`config.mk`:
```
export PLATFORM = sky130hd
export DESIGN_NAME = ram_arbiter
export DESIGN_NICKNAME = d
export VERILOG_FILES = /design/src/rtl/ram_arbiter.sv
export SDC_FILE = /design/constraint.sdc
export NUM_CORES = 1
export LEC_CHECK = 0
export ABC_AREA = 1
export BUFFER_PORTS_ARGS = -buffer_cell sky130_fd_sc_hd__buf_4
export CELL_PAD_IN_SITES_DETAIL_PLACEMENT = 1
export CELL_PAD_IN_SITES_GLOBAL_PLACEMENT = 1
export CORE_ASPECT_RATIO = 0.9
export CORE_MARGIN = 2
export CORE_UTILIZATION = 31
export CTS_CLUSTER_SIZE = 14
export DETAILED_ROUTE_END_ITERATION = 8
export PLACE_DENSITY = 0.93
export SYNTH_ARGS = -nofsm -noshare
export SYNTH_HDL_FRONTEND = slang
export SYNTH_SLANG_ARGS = --single-unit
```
`constraint.sdc`:
```
create_clock -name clk_sys -period 4 [get_ports clk_sys]
set_input_delay 0.4 -clock clk_sys [delete_from_list [all_inputs] [get_ports clk_sys]]
set_output_delay 0.4 -clock clk_sys [all_outputs]
set_load 0.005 [all_outputs]
```
`src/rtl/ram_arbiter.sv`:
```
// Four-way SRAM arbiter: one fixed-length (LAT cycle) access at a time, one-cycle ack on completion.
// Define RAM_ARB_RR_EN to rotate priority among requesters 1..3; requester 0 always wins.
module ram_arbiter #(
    parameter int LAT = 3
) (
    input  logic        clk_sys,
    input  logic        nRESET,
    input  logic [3:0]  req,
    input  logic [3:0]  we,
    input  logic [99:0] addr,
    input  logic [31:0] din,
    output logic [3:0]  ack,
    output logic [7:0]  rdata,
    output logic [1:0]  grant_id,
    output logic        busy,
    output logic [24:0] ram_addr,
    output logic [7:0]  ram_din,
    output logic        ram_we,
    output logic        ram_rd,
    input  logic [7:0]  ram_dout
);

    typedef enum logic [1:0] {IDLE, ACCESS, DONE} state_t;

    state_t     state;
    state_t     next_state;
    logic [3:0] cnt;
    logic [1:0] win;

`ifdef RAM_ARB_RR_EN
    logic [1:0] rr_ptr;
    logic [2:0] rr_pos;
    logic       rr_found;

    // Search 1..3 starting just after the last granted requester in that group.
    always_comb begin
        win      = 2'd0;
        rr_pos   = 3'd0;
        rr_found = 1'b0;
        if (!req[0]) begin
            for (int o = 1; o <= 3; o++) begin
                rr_pos = {1'b0, rr_ptr} + 3'(o);
                if (rr_pos > 3'd3)
                    rr_pos = rr_pos - 3'd3;
                if (!rr_found && req[rr_pos[1:0]]) begin
                    win      = rr_pos[1:0];
                    rr_found = 1'b1;
                end
            end
        end
    end

    always_ff @(posedge clk_sys or negedge nRESET) begin
        if (!nRESET)
            rr_ptr <= 2'd3;
        else if (state == IDLE && req != 4'd0 && win != 2'd0)
            rr_ptr <= win;
    end
`else
    always_comb begin
        if (req[0])
            win = 2'd0;
        else if (req[1])
            win = 2'd1;
        else if (req[2])
            win = 2'd2;
        else
            win = 2'd3;
    end
`endif

    always_ff @(posedge clk_sys or negedge nRESET) begin
        if (!nRESET)
            state <= IDLE;
        else
            state <= next_state;
    end

    always_comb begin
        next_state = state;
        case (state)
            IDLE:    if (req != 4'd0) next_state = ACCESS;
            ACCESS:  if (cnt == 4'd1) next_state = DONE;
            DONE:    next_state = IDLE;
            default: next_state = IDLE;
        endcase
    end

    // ram_we still carries the latched direction on the final ACCESS edge, so it selects rdata capture.
    always_ff @(posedge clk_sys or negedge nRESET) begin
        if (!nRESET) begin
            cnt      <= 4'd0;
            grant_id <= 2'd0;
            ram_addr <= 25'd0;
            ram_din  <= 8'd0;
            ram_we   <= 1'b0;
            ram_rd   <= 1'b0;
            ack      <= 4'd0;
            rdata    <= 8'd0;
        end else begin
            ack <= 4'd0;
            case (state)
                IDLE: begin
                    if (req != 4'd0) begin
                        grant_id <= win;
                        ram_addr <= addr[int'(win)*25 +: 25];
                        ram_din  <= din[int'(win)*8 +: 8];
                        ram_we   <= we[win];
                        ram_rd   <= ~we[win];
                        cnt      <= 4'(LAT);
                    end
                end
                ACCESS: begin
                    cnt <= cnt - 4'd1;
                    if (cnt == 4'd1) begin
                        ram_we        <= 1'b0;
                        ram_rd        <= 1'b0;
                        ack[grant_id] <= 1'b1;
                        if (!ram_we)
                            rdata <= ram_dout;
                    end
                end
                default: ;
            endcase
        end
    end

    assign busy = (state != IDLE);

endmodule

```
==> key figures <==
Timing
  • Fin crit period: 2530 ps
  • Fin worst setup slack: 1470 ps
  • Final period util: 0.632
  • TNS Setup: 0 ps
  • Final hold vios: 0
  • Relative slew slack: 0.196
  • Tightest Pin Transition: 1200 ps
  • Endpoints failing setup: 0
  • Fin Clk Skew: 5.96 ps
  • Slew Viols, Final: 0
  • RSZ-0062 raised after global routing: no
  • Max Clock Freq: 0.396 GHz

Synthesis
  • Post-Syn Instances: 569
  • Compound-Gate Fraction of Synth Area: 0.0770
  • Mux cell area share after synthesis: 0
  • Main combinational cell family by area after synthesis: simple AND/OR/NAND/NOR gates
  • Post-synthesis sequential area ratio: 0.388
  • Yosys reg bits: 55
  • Syn_area_per_cell: 6.23 um2
  • Simple-gate share of the synthesized area: 0.374
  • Cell variety after synth: 24
  • Synth Area in XOR/XNOR: 0.00247
  • Ys Warns: 0
  • Syn nets: 721
  • Synthesized area: 3540 um2
  • Synth Area in Adders: 0.00706

Floorplanning
  • DIE WIDTH: 117 um
  • Core area: 11300 um2
  • Die H: 105 um
  • Num rows: 37
  • Die Area: 12300 um2
  • # IOs: 200
  • Initial Util: 0.314

Worst setup path
  • Crit path capture type: flip-flop
  • Kind of critical path: in -> reg
  • R2R cell count: 6
  • Startpoint class of the critical path: input pin
  • Critical Path Source: req[0]
  • Crit path DAT: 2710 ps
  • Reg2reg end: ram_addr[9]$_DFFE_PN0P_
  • Max Fanout on Critical Path: 36
  • Register-to-register setup slack: 1990 ps
  • Worst Path Required: 4180 ps
  • Crit Reg-Reg Startpoint: state[1]$_DFFE_PN0P_

Clock tree
  • Num CTS Buffers: 5
  • Maximum root-to-sink buffer count: 2
  • Clock Latency Late Sink: 290 ps
  • H-tree depth: 2
  • Post-CTS Hold Buffers: 0
  • CTS tree: built
  • Clock Sinks: 55
  • Post-CTS Setup Bufs: 0
  • Resize count post-CTS: 0
  • Root Buffer: clkbuf_16
  • Reg clk slew, reported paths: 70 ps

Drt
  • Vias/cell: 4.61
  • Vias: 4178
  • Router iterations before antenna repair: 6
  • WL per Instance: 14.5 um
  • ANT nets after route: 0
  • 1st-iter DRT viols: 125
  • Residual DRC: 0
  • Final WL: 13100 um

Run status
  • Outcome: finished clean

Final layout
  • Ant diodes: 0
  • Post-layout net count: 902
  • Area Growth Syn to Fin: 49.2%
  • Final core area utilization: 0.468
  • Share of cells above drive strength 1: 0.292

Global route
  • Initial antenna violation count: 0
  • Vias in the first global route: 4529
  • First-pass GRT wire length: 21200 um
  • Gr usage total: 0.216
  • Total grt overflow: 0
  • Largest net degree at the start of global routing: 56

Power and ir drop
  • Net Sw Frac: 0.374
  • Clock Power Share: 0.195
  • Logic gate share of total power: 0.456
  • P_int: 1780 uW
  • Leakage power: 0.00315 uW
  • Power Dens Cells: 536 nW/um2
  • Sequential Power Share: 0.349
  • VDD IR max: 0.000246 V
  • Psw: 1060 uW

Placed design
  • Detailed placement HPWL: 9990 um
  • Dpl ws: 1120 ps
  • IO Port Bufs: 199
  • Final Wtd Congestion: 0.809

Worst hold path
  • Worst hold path class: in -> async

Run
  • Max-cap viol count: 0
-- per-layer routing --
layer,global-route usage,share of wire,vias up
li1,-,-,2054
met1,0.246,0.40,1953
met2,0.400,0.51,147
met3,0.0368,0.058,24
met4,0.0773,0.026,0
met5,0,0,-
-- kinds of logic (layout without fill, tap and decap cells) --
family	count (synthesis)	count (layout)
AND/OR/NAND/NOR	329	329
buffers and inverters	131	313
flip-flops	55	55
AO/OA/AOI/OAI	51	51
adder cells (fa/ha/maj)	2	2
XOR/XNOR	1	1
-- through the flow --
step,area [um2],instances,total power [uW],hold WS [ps]
3_3_place_gp,5100,899,2210,455
4_1_cts,5290,907,2880,191
3_5_place_dp,5100,899,2310,460
6_report,5290,907,2830,152
5_1_grt,5290,907,3060,218
2_1_floorplan,3540,569,1610,104
-- state kept, by name, indices dropped and copies added (netlist names) --
| register | flops |
|---|---|
| state | 2 |
| ram_we | 1 |
| ram_din | 8 |
| ram_rd | 1 |
| rdata | 8 |
| ack | 4 |
| cnt | 4 |
| grant_id | 2 |
| ram_addr | 25 |
-- area by class of cell --
type | instances | area, um2
inverters | 106 | 398
multi-input cells | 383 | 1640
flip-flops and latches | 55 | 1380
clock buffers | 6 | 129
repair buffers | 199 | 1490
clock inverters | 2 | 60.1
well taps | 156 | 195
fillers | 1530 | 6010
-- power by group through the flow --
| stage | clock network (uW) | registers [uW] | logic [uW] |
|---|---|---|---|
| after detailed placement | 0 | 993 | 1320 |
| after CTS | 565 | 990 | 1320 |
| after floorplan | 0 | 980 | 633 |
| after global routing | 587 | 1020 | 1460 |
| final | 553 | 989 | 1290 |
| after global placement | 0 | 987 | 1230 |
-- critical path, cell delays in order --
cell and delay (ps):
buf_4 130, inv_2 330, nand2_2 430, nand2_1 190, nand2_2 310, inv_2 620
nand2_1 130, nand2_1 100, inv_1 50
-- cells in the final DEF, fill, tap and decap left out, types with 2 or more instances in the layout --
master,count
buf_4,199
a21oi_1,22
o21ai_0,26
clkbuf_16,5
inv_1,102
ha_1,2
nand3_1,47
nor3_1,5
dfrtp_1,55
nor2_2,2
nor2_1,48
nand2_2,4
inv_2,3
nand2_1,221
bufinv_16,2
-- Yosys cell counts --
master / number / area [um2]
buf_2: 17 / 85.1
nand2_2: 3 / 18.8
nand3_1: 47 / 235
inv_2: 3 / 11.3
nor2_2: 1 / 6.26
buf_4: 4 / 30.0
buf_1: 1 / 3.75
inv_1: 102 / 383
a21boi_0: 1 / 7.51
xnor2_1: 1 / 8.76
nor2_1: 49 / 184
nand2_1: 222 / 833
clkinv_1: 1 / 3.75
ha_1: 2 / 25.0
o21ai_0: 26 / 130
clkbuf_1: 2 / 7.51
a21oi_4: 1 / 16.3
nor3_1: 5 / 25.0
nand4_2: 1 / 12.5
buf_6: 1 / 11.3
a21oi_1: 22 / 110
dfrtp_1: 55 / 1380
nor2_4: 1 / 11.3
o21ai_2: 1 / 8.76
-- how the worst max path moves through the flow --
stage | endpoint | slack, ps | cells past startpoint
final | ram_rd$_DFFE_PN0P_ | 1470 | 9
after global routing | ram_rd$_DFFE_PN0P_ | 1240 | 9
after CTS | ram_rd$_DFFE_PN0P_ | 1400 | 9
after detailed placement | ram_rd$_DFFE_PN0P_ | 1120 | 9
after global placement | ram_rd$_DFFE_PN0P_ | 1280 | 9
after floorplan | ram_addr[18]$_DFFE_PN0P_ | 2640 | 9
(Power assumes the default switching activity.)
